<file path="config.mk">
export PLATFORM = sky130hd
export DESIGN_NAME = stop_sequencer_flat
export DESIGN_NICKNAME = d
export VERILOG_FILES = /design/src/rtl/stop_sequencer_if.sv /design/src/rtl/stop_sequencer.sv /design/src/flat_wrapper.sv
export SDC_FILE = /design/constraint.sdc
export NUM_CORES = 1
export LEC_CHECK = 0
export ABC_AREA = 1
export ABC_CLOCK_PERIOD_IN_PS = 3900
export BUFFER_PORTS_ARGS = -buffer_cell sky130_fd_sc_hd__buf_2
export CAP_MARGIN = 20
export CORE_ASPECT_RATIO = 0.9
export CORE_MARGIN = 3
export CORE_UTILIZATION = 27
export CTS_CLUSTER_DIAMETER = 60
export CTS_CLUSTER_SIZE = 16
export DETAILED_ROUTE_END_ITERATION = 6
export PLACE_DENSITY_LB_ADDON = 0.3
export SETUP_SLACK_MARGIN = 0.3
export SYNTH_ARGS = -nofsm -noshare
export SYNTH_HDL_FRONTEND = slang
export SYNTH_SLANG_ARGS = --single-unit
</file>
<file path="constraint.sdc">
create_clock -name MAX10_CLK1_50 -period 3.9 [get_ports MAX10_CLK1_50]
set_clock_uncertainty 0.05 [all_clocks]
set_input_delay 0.39 -clock MAX10_CLK1_50 [delete_from_list [all_inputs] [get_ports MAX10_CLK1_50]]
set_output_delay 0.39 -clock MAX10_CLK1_50 [all_outputs]
set_load 0.05 [all_outputs]
</file>
<file path="src/rtl/stop_sequencer_if.sv">
`default_nettype none
// ============================================================================
// Module   : stop_sequencer_if
// Purpose  : Frame/start/press inputs and sweep/stop outputs of stop_sequencer.
// Revision : 1.0  initial release
// ============================================================================
interface stop_sequencer_if;
    logic       frame_tick;
    logic       start;
    logic       press;
    logic       busy;
    logic       done;
    logic [2:0] cur_row;
    logic [9:0] markerX;
    logic [9:0] stopX1;
    logic [9:0] stopX2;
    logic [9:0] stopX3;
    logic [9:0] stopX4;
    logic [9:0] stopX5;

    modport master (
        output frame_tick, start, press,
        input  busy, done, cur_row, markerX, stopX1, stopX2, stopX3, stopX4, stopX5
    );

    modport slave (
        input  frame_tick, start, press,
        output busy, done, cur_row, markerX, stopX1, stopX2, stopX3, stopX4, stopX5
    );
endinterface
`default_nettype wire

</file>
<file path="src/rtl/stop_sequencer.sv">
`default_nettype none
// ============================================================================
// Module   : stop_sequencer
// Purpose  : Sweeps a bouncing marker per row and latches five stop positions.
// Revision : 1.0  initial release
// ============================================================================
module stop_sequencer #(
    parameter int XMIN = 80,
    parameter int XMAX = 560,
    parameter int STEP = 4
) (
    input  wire logic       MAX10_CLK1_50,
    input  wire logic       reset_n,
    stop_sequencer_if.slave bus
);
    typedef enum logic [1:0] {
        ST_IDLE  = 2'd0,
        ST_SWEEP = 2'd1,
        ST_DONE  = 2'd2
    } state_t;

    localparam logic [10:0] C_XMIN_W = 11'(XMIN);
    localparam logic [10:0] C_XMAX_W = 11'(XMAX);
    localparam logic [10:0] C_STEP_W = 11'(STEP);
    localparam logic [9:0]  C_XMIN   = 10'(XMIN);
    localparam logic [9:0]  C_XMAX   = 10'(XMAX);
    localparam logic [9:0]  C_STEP   = 10'(STEP);

    state_t     state_q, state_d;
    logic [2:0] cur_row_q, cur_row_d;
    logic [9:0] marker_q, marker_d;
    logic       dir_left_q, dir_left_d;
    logic [9:0] stop_q [5];
    logic [9:0] stop_d [5];
    logic       press_q, press_d;
    logic       busy_q, busy_d;
    logic       done_q, done_d;
    logic       press_rise;
    logic [10:0] marker_ext;

    always_comb begin
        press_rise = bus.press & ~press_q;
        marker_ext = {1'b0, marker_q};
        press_d    = bus.press;
        state_d    = state_q;
        cur_row_d  = cur_row_q;
        marker_d   = marker_q;
        dir_left_d = dir_left_q;
        for (int i = 0; i < 5; i++) begin
            stop_d[i] = stop_q[i];
        end

        case (state_q)
            ST_IDLE, ST_DONE: begin
                if (bus.start) begin
                    state_d    = ST_SWEEP;
                    cur_row_d  = 3'd1;
                    marker_d   = C_XMIN;
                    dir_left_d = 1'b0;
                end
            end
            ST_SWEEP: begin
                // A latch takes precedence; a coincident frame tick is dropped.
                if (press_rise) begin
                    for (int i = 0; i < 5; i++) begin
                        if (cur_row_q == 3'(i + 1)) begin
                            stop_d[i] = marker_q;
                        end
                    end
                    marker_d   = C_XMIN;
                    dir_left_d = 1'b0;
                    if (cur_row_q == 3'd5) begin
                        state_d   = ST_DONE;
                        cur_row_d = 3'd0;
                    end else begin
                        cur_row_d = cur_row_q + 3'd1;
                    end
                end else if (bus.frame_tick) begin
                    if (!dir_left_q) begin
                        if (marker_ext + C_STEP_W >= C_XMAX_W) begin
                            marker_d   = C_XMAX;
                            dir_left_d = 1'b1;
                        end else begin
                            marker_d = marker_q + C_STEP;
                        end
                    end else begin
                        if (marker_ext <= C_XMIN_W + C_STEP_W) begin
                            marker_d   = C_XMIN;
                            dir_left_d = 1'b0;
                        end else begin
                            marker_d = marker_q - C_STEP;
                        end
                    end
                end
            end
            default: begin
                state_d   = ST_IDLE;
                cur_row_d = 3'd0;
                marker_d  = C_XMIN;
            end
        endcase

        busy_d = (state_d == ST_SWEEP);
        done_d = (state_d == ST_DONE);
    end

    always_ff @(posedge MAX10_CLK1_50) begin
        if (!reset_n) begin
            state_q    <= ST_IDLE;
            cur_row_q  <= 3'd0;
            marker_q   <= C_XMIN;
            dir_left_q <= 1'b0;
            press_q    <= 1'b0;
            busy_q     <= 1'b0;
            done_q     <= 1'b0;
            for (int i = 0; i < 5; i++) begin
                stop_q[i] <= 10'd0;
            end
        end else begin
            state_q    <= state_d;
            cur_row_q  <= cur_row_d;
            marker_q   <= marker_d;
            dir_left_q <= dir_left_d;
            press_q    <= press_d;
            busy_q     <= busy_d;
            done_q     <= done_d;
            for (int i = 0; i < 5; i++) begin
                stop_q[i] <= stop_d[i];
            end
        end
    end

    assign bus.busy    = busy_q;
    assign bus.done    = done_q;
    assign bus.cur_row = cur_row_q;
    assign bus.markerX = marker_q;
    assign bus.stopX1  = stop_q[0];
    assign bus.stopX2  = stop_q[1];
    assign bus.stopX3  = stop_q[2];
    assign bus.stopX4  = stop_q[3];
    assign bus.stopX5  = stop_q[4];
endmodule
`default_nettype wire

</file>
<file path="src/flat_wrapper.sv">
// flat-port wrapper written by rule: the top's interface ports become plain ports
module stop_sequencer_flat 
#(
    parameter int XMIN = 80,
    parameter int XMAX = 560,
    parameter int STEP = 4
)
  (MAX10_CLK1_50, reset_n, bus_frame_tick, bus_start, bus_press, bus_busy, bus_done, bus_cur_row, bus_markerX, bus_stopX1, bus_stopX2, bus_stopX3, bus_stopX4, bus_stopX5);
  stop_sequencer_if bus_i ();
  input  wire logic MAX10_CLK1_50;
  input  wire logic reset_n;
  input wire logic [$bits(bus_i.frame_tick)-1:0] bus_frame_tick;
  input wire logic [$bits(bus_i.start)-1:0] bus_start;
  input wire logic [$bits(bus_i.press)-1:0] bus_press;
  output wire logic [$bits(bus_i.busy)-1:0] bus_busy;
  output wire logic [$bits(bus_i.done)-1:0] bus_done;
  output wire logic [$bits(bus_i.cur_row)-1:0] bus_cur_row;
  output wire logic [$bits(bus_i.markerX)-1:0] bus_markerX;
  output wire logic [$bits(bus_i.stopX1)-1:0] bus_stopX1;
  output wire logic [$bits(bus_i.stopX2)-1:0] bus_stopX2;
  output wire logic [$bits(bus_i.stopX3)-1:0] bus_stopX3;
  output wire logic [$bits(bus_i.stopX4)-1:0] bus_stopX4;
  output wire logic [$bits(bus_i.stopX5)-1:0] bus_stopX5;
  assign bus_i.frame_tick = bus_frame_tick;
  assign bus_i.start = bus_start;
  assign bus_i.press = bus_press;
  assign bus_busy = bus_i.busy;
  assign bus_done = bus_i.done;
  assign bus_cur_row = bus_i.cur_row;
  assign bus_markerX = bus_i.markerX;
  assign bus_stopX1 = bus_i.stopX1;
  assign bus_stopX2 = bus_i.stopX2;
  assign bus_stopX3 = bus_i.stopX3;
  assign bus_stopX4 = bus_i.stopX4;
  assign bus_stopX5 = bus_i.stopX5;
  stop_sequencer #(.XMIN(XMIN), .XMAX(XMAX), .STEP(STEP)) u_core (.MAX10_CLK1_50(MAX10_CLK1_50), .reset_n(reset_n), .bus(bus_i));
endmodule
</file>
After elaboration in Yosys (flattened, before gate mapping)
Memories as Yosys holds them, arrays and structs flattened.
Cells that the tools add are included.
{"block": "totals", "reg_bits": 19, "ram_bits": 50, "input_bits": 5, "out_inout_bits": 65, "elab_cells": 75, "memories": 1}
{"memory": "u_core.stop_q", "depth": 5, "word_bits": 10, "read_ports": 5, "rd_clocked_by_memory_dff": 0, "wr": 5, "line": "stop_sequencer.sv:33", "source": "logic [9:0] stop_q [5];"}
{"block": "classes", "n_addsub": 4, "n_lt_le_gt_ge": 2, "n_eq_ne": 12, "muxes": 36, "bitwise": 7, "reduce_logical": 6}
{"operator": "$mux 10", "count": 16}
{"operator": "$mux 50", "count": 2}
{"operator": "$pmux 10 s2", "count": 1}
{"operator": "$add 10x3->11 const B", "count": 1}
{"operator": "$ge 11x10->1 const B", "count": 1}
{"operator": "$add 10x3->10 const B", "count": 1}
{"operator": "$le 10x7->1 const B", "count": 1}
{"operator": "$sub 10x3->10 const B", "count": 1}
{"operator": "$mux 3", "count": 3}
{"operator": "$mux 1", "count": 8}
{"operator": "$eq 3x2->1 const B", "count": 2}
{"operator": "$eq 3x3->1 const B", "count": 2}
{"operator": "$mux 2", "count": 3}
{"operator": "$pmux 3 s2", "count": 1}
{"operator": "$or 1x1->1", "count": 5}
{"operator": "$eq 2x1->1 const B", "count": 2}
{"operator": "$eq 2x2->1 const B", "count": 2}
{"operator": "$pmux 2 s2", "count": 1}
{"operator": "$reduce_and 2->1", "count": 2}
{"operator": "$add 3x1->3 const B", "count": 1}
{"operator": "$eq 3x1->1 const B", "count": 1}
{"operator": "$ne 3x2->1 const B", "count": 1}
{"operator": "$reduce_and 3->1", "count": 1}
{"operator": "$logic_not 2->1", "count": 1}
{"operator": "other kinds (7)", "count": 7}

Depth between registers and ports, before layout
{"block": "depth", "depth_word": 7, "mapped_depth": 15}

Least setup slack after synthesis
OpenSTA, ideal clock, no wires.
{"block": "synth_path", "kind": "register to register", "start": "reg u_core.marker_q[3] (netlist: u_core.bus.markerX[3])", "end": "reg u_core.marker_q[3] (netlist: u_core.bus.markerX[3])", "arrival_time_ps": 1988, "t_required_ps": 3779, "slack_ps": 1790, "path_stages_with_launch": 10, "n_path_buf": 0, "path_cell_list": "dfxtp_1 clkinv_1 ha_1 nor2_1 nand3_1 nand4_1 nand2_1 nor2_1 nand3_1 a21oi_1"}
{"block": "synth_via", "elab_chain_len": 7, "elab_cells_between_ends": 11, "cone_classes": "add/sub (3); order compare (2); mux (6)"}
{"item": "start: declaration", "line": "stop_sequencer.sv:31", "source": "logic [9:0] marker_q, marker_d;"}
{"item": "start signal: assignment", "line": "stop_sequencer.sv:122", "source": "marker_q <= marker_d;"}
{"item": "$add 10x3->11", "line": "stop_sequencer.sv:80", "source": "if (marker_ext + C_STEP_W >= C_XMAX_W) begin"}
{"item": "$ge 11x10->1", "line": "stop_sequencer.sv:80"}
{"item": "$mux 10", "line": "stop_sequencer.sv:80"}
{"item": "$mux 10 (*)", "line": "stop_sequencer.sv:79", "source": "if (!dir_left_q) begin"}
{"item": "$mux 10 (*)", "line": "stop_sequencer.sv:78", "source": "end else if (bus.frame_tick) begin"}
{"item": "$mux 10 (*)", "line": "stop_sequencer.sv:64", "source": "if (press_rise) begin"}
{"item": "$pmux 10 s2 (*)", "line": "stop_sequencer.sv:53", "source": "case (state_q)"}
Mark *: on every way between the ends. The rest lies on a longest branch, timed or not. The select of a mux whose other input is x is not followed.
A chain may end at the register's enable or synchronous reset.

Worst setup path after layout
{"block": "layout_path", "start": "reg u_core.marker_q[3] (netlist: u_core.bus.markerX[3])", "end": "reg u_core.marker_q[7] (netlist: u_core.bus.markerX[7])"}
The elaborated chain is that of the path after synthesis.

==> metrics.md <==
| Metric | Value |
|---|---|
| Status | `finished, final reports clean` |
| Final Hold Viols | `0` |
| Chip width | `109.2 µm` |
| Startpoint Class | `flip-flop` |
| CP endpoint kind | `flip-flop` |
| Cells after Synth | `334` |
| CTS Root Cell | `clkbuf_8` |
| Busiest grt layer | `met1` |
| Area grow syn2layout | `19.57%` |
| Crit Path Class | `reg -> reg` |
| Overall die area | `10800 µm²` |
| Util after Layout | `33.62%` |
| First-pass GRT wire length | `10960 µm` |
| Sw Ratio | `27.39%` |
| Global routing usage on met2 | `18.18%` |
| CTS buffer count | `9` |
| DRC | `0` |
| Mapped Area | `2589 µm²` |
| Min cycle time layout | `2151 ps` |
| Post-DRT Antenna Nets | `0` |
| GRT met1 Usage | `18.58%` |
| Wire per inst | `13.68 µm` |
| Largest net degree at the start of global routing | `46` |
| Fin nets | `394` |
| R2R Setup Slk | `1750 ps` |
| H-tree levels | `3` |
| Library cells used by synthesis | `35` |
| Worst slew pin tran | `681.5 ps` |
| Core Area | `9208 µm²` |
| Placement Rows | `33` |
| Number of gates resized after cts | `0` |
| Cell area after placement | `2888 µm²` |
| Crit-path cells | `clkinv_1 -> ha_1 -> nor2_1 -> nand3_1 -> nand4_1 -> nand2_1 -> nor2_1 -> nand3_1 -> a21oi_1` |
| Clock sinks | `57` |
| Share of cells above drive strength 1 | `24.16%` |
| WP buf/inv | `1` |
| I/O Buffers | `57` |
| Comb pwr share | `11.4%` |
| Initial antenna violation count | `0` |
| Post-detail-place hpwl | `5016 µm` |
| Via density | `4.534` |
| Total grt overflow | `0` |
| RSZ-0062 raised after global routing | `no` |
| Max transition margin | `54.57%` |
| Setup Fix Bufs, Post-CTS | `0` |
| Critical path arrival | `2370 ps` |
| Largest fanout on the critical path | `9` |
| #FFs+latches synth | `57` |
| Int Pwr | `0.9771 mW` |
| Drt pass-1 iters | `5` |
| Die H | `98.90 µm` |
| GPL Wtd Cong | `0.8769` |
| Tcrit/Tclk final | `55.16%` |
| Static leakage | `1.465 nW` |
| Final setup violation count | `0` |
| Power, Total | `1.346 mW` |
| Hold Crit Class | `in -> reg` |
| Yosys warning count | `0` |
| Setup TNS | `0 ps` |
| Via count | `2317` |
| CTS tree | `done` |
| Worst-skew pair later-pin latency | `340 ps` |
| Commonest cells after routing, fill and taps aside | `buf_2 (57), dfxtp_1 (57), a21oi_1 (56)` |
| Peak Freq | `464.8 MHz` |
| Psw | `0.3686 mW` |
| IO Count | `70` |
| Sequential area share after synthesis | `44.08%` |
| CTS clock-pin slew for the worst setup and hold paths | `70 ps` |
| Hold slack | `197.2 ps` |
| Pins Over Slew Limit | `0` |
| Cell family with most CP delay | `simple AND/OR/NAND/NOR gates` |
| Hold-fix buffer count after cts | `0` |
| Max-cap check violation count | `0` |
| Critical Path Slowest Stage Cell | `dfxtp_1` |
| CP required | `4120 ps` |
| Sequential power share | `44.9%` |
| Final wirelength | `6990 µm` |
| Slowest stage delay, CP | `470 ps` |
| Initial core utilization | `28.12%` |
| Vias in the first global route | `2165` |
| Gr usage total | `13.20%` |
| # diodes | `0` |
| GR Util met3 | `5.305%` |
| Max IR drop VDD | `0.1936 mV` |
| Max Buffers Root-to-Sink | `2` |
| Power density cells | `434.7 nW/µm²` |
| Clk pwr share | `43.7%` |
| Design area | `3095 µm²` |
| Syn Area/Cell | `7.751 µm²` |
| First-iteration detailed-routing DRC count | `115` |
[worst paths after layout]
check	start	endpoint	cells after the start
setup / recovery	u_core.bus.markerX[3]	u_core.bus.markerX[7]	9
hold / removal	bus_press	u_core.press_q	3
setup reg to reg	u_core.bus.markerX[3]	u_core.bus.markerX[7]	9
hold reg to reg	u_core.stop_q[0][6]	u_core.stop_q[0][6]	2
[state kept, by name, summed over array words and instances, names as in the netlist]
name and count:
u_core.bus.cur_row 3, u_core.press_q 1, u_core.bus.markerX 8, u_core.stop_q 40, u_core.bus.busy 1, u_core.dir_left_q 1
u_core.bus.done 1, u_core.state_q 2
[power by group through the flow]
stage | logic (mW) | registers, mW | clock network, mW
4_1_cts | 0.154 | 0.605 | 0.603
6_report | 0.153 | 0.605 | 0.588
3_3_place_gp | 0.154 | 0.617 | 0
2_1_floorplan | 0.104 | 0.647 | 0
5_1_grt | 0.166 | 0.606 | 0.631
3_5_place_dp | 0.153 | 0.618 | 0
[tightest hold or removal path, delay by kind of cell]
| kind | cells | cell delay (ps) |
|---|---|---|
| buf+inv | 2 | 130 |
| simple gates | 1 | 40 |
[per-stage QoR]
| stage | instances | setup WS (ps) |
|---|---|---|
| after floorplan | 345 | 1790 |
| after global placement | 496 | 1870 |
| after detailed placement | 496 | 1818 |
| after CTS | 511 | 1796 |
| after global routing | 511 | 1552 |
| final | 511 | 1749 |
[synth_stat cells (all sizes together)]
cell type / count / area share (%)
dfxtp: 57 / 44
o221ai: 1 / 0.34
o21bai: 1 / 0.29
nand2: 42 / 6.3
nand4: 3 / 0.73
a31oi: 1 / 0.24
nor2: 23 / 5.0
ha: 4 / 1.9
conb: 1 / 0.14
o22ai: 1 / 0.24
xor2: 5 / 1.7
a21oi: 58 / 12
o21ai: 49 / 9.6
inv: 34 / 5.2
clkinv: 3 / 0.48
nor3: 4 / 1.4
nand3: 17 / 3.3
clkbuf: 7 / 1.0
buf: 21 / 5.9
and2: 1 / 0.24
nand3b: 1 / 0.29
[metal layers]
metal | routed length [µm] | up-vias
met4 | 87 | 0
met2 | 2947 | 86
li1 | - | 1186
met5 | 0 | -
met3 | 626 | 13
met1 | 3330 | 1032
[kinds of logic (layout without fill, tap and decap cells)]
group / count (synthesis) / count (layout) / share of synthesized area (%)
AO/OA/AOI/OAI: 111 / 111 / 22.23
buffers and inverters: 65 / 109 / 12.66
AND/OR/NAND/NOR: 91 / 91 / 17.25
XOR/XNOR: 5 / 5 / 1.692
adder cells (fa/ha/maj): 4 / 4 / 1.933
flip-flops: 57 / 57 / 44.08
other: 1 / 12 / 0.1449
[cell type report]
class,instances,area [µm²]
sequential,57,1141
clock inverter,6,83.83
multi-input combinational,223,1161
inverter,37,147.6
timing repair buffer,57,285.3
fill,973,6112
tap,122,152.6
clock buffer,9,123.9
Power figures use the tool's default switching activity.
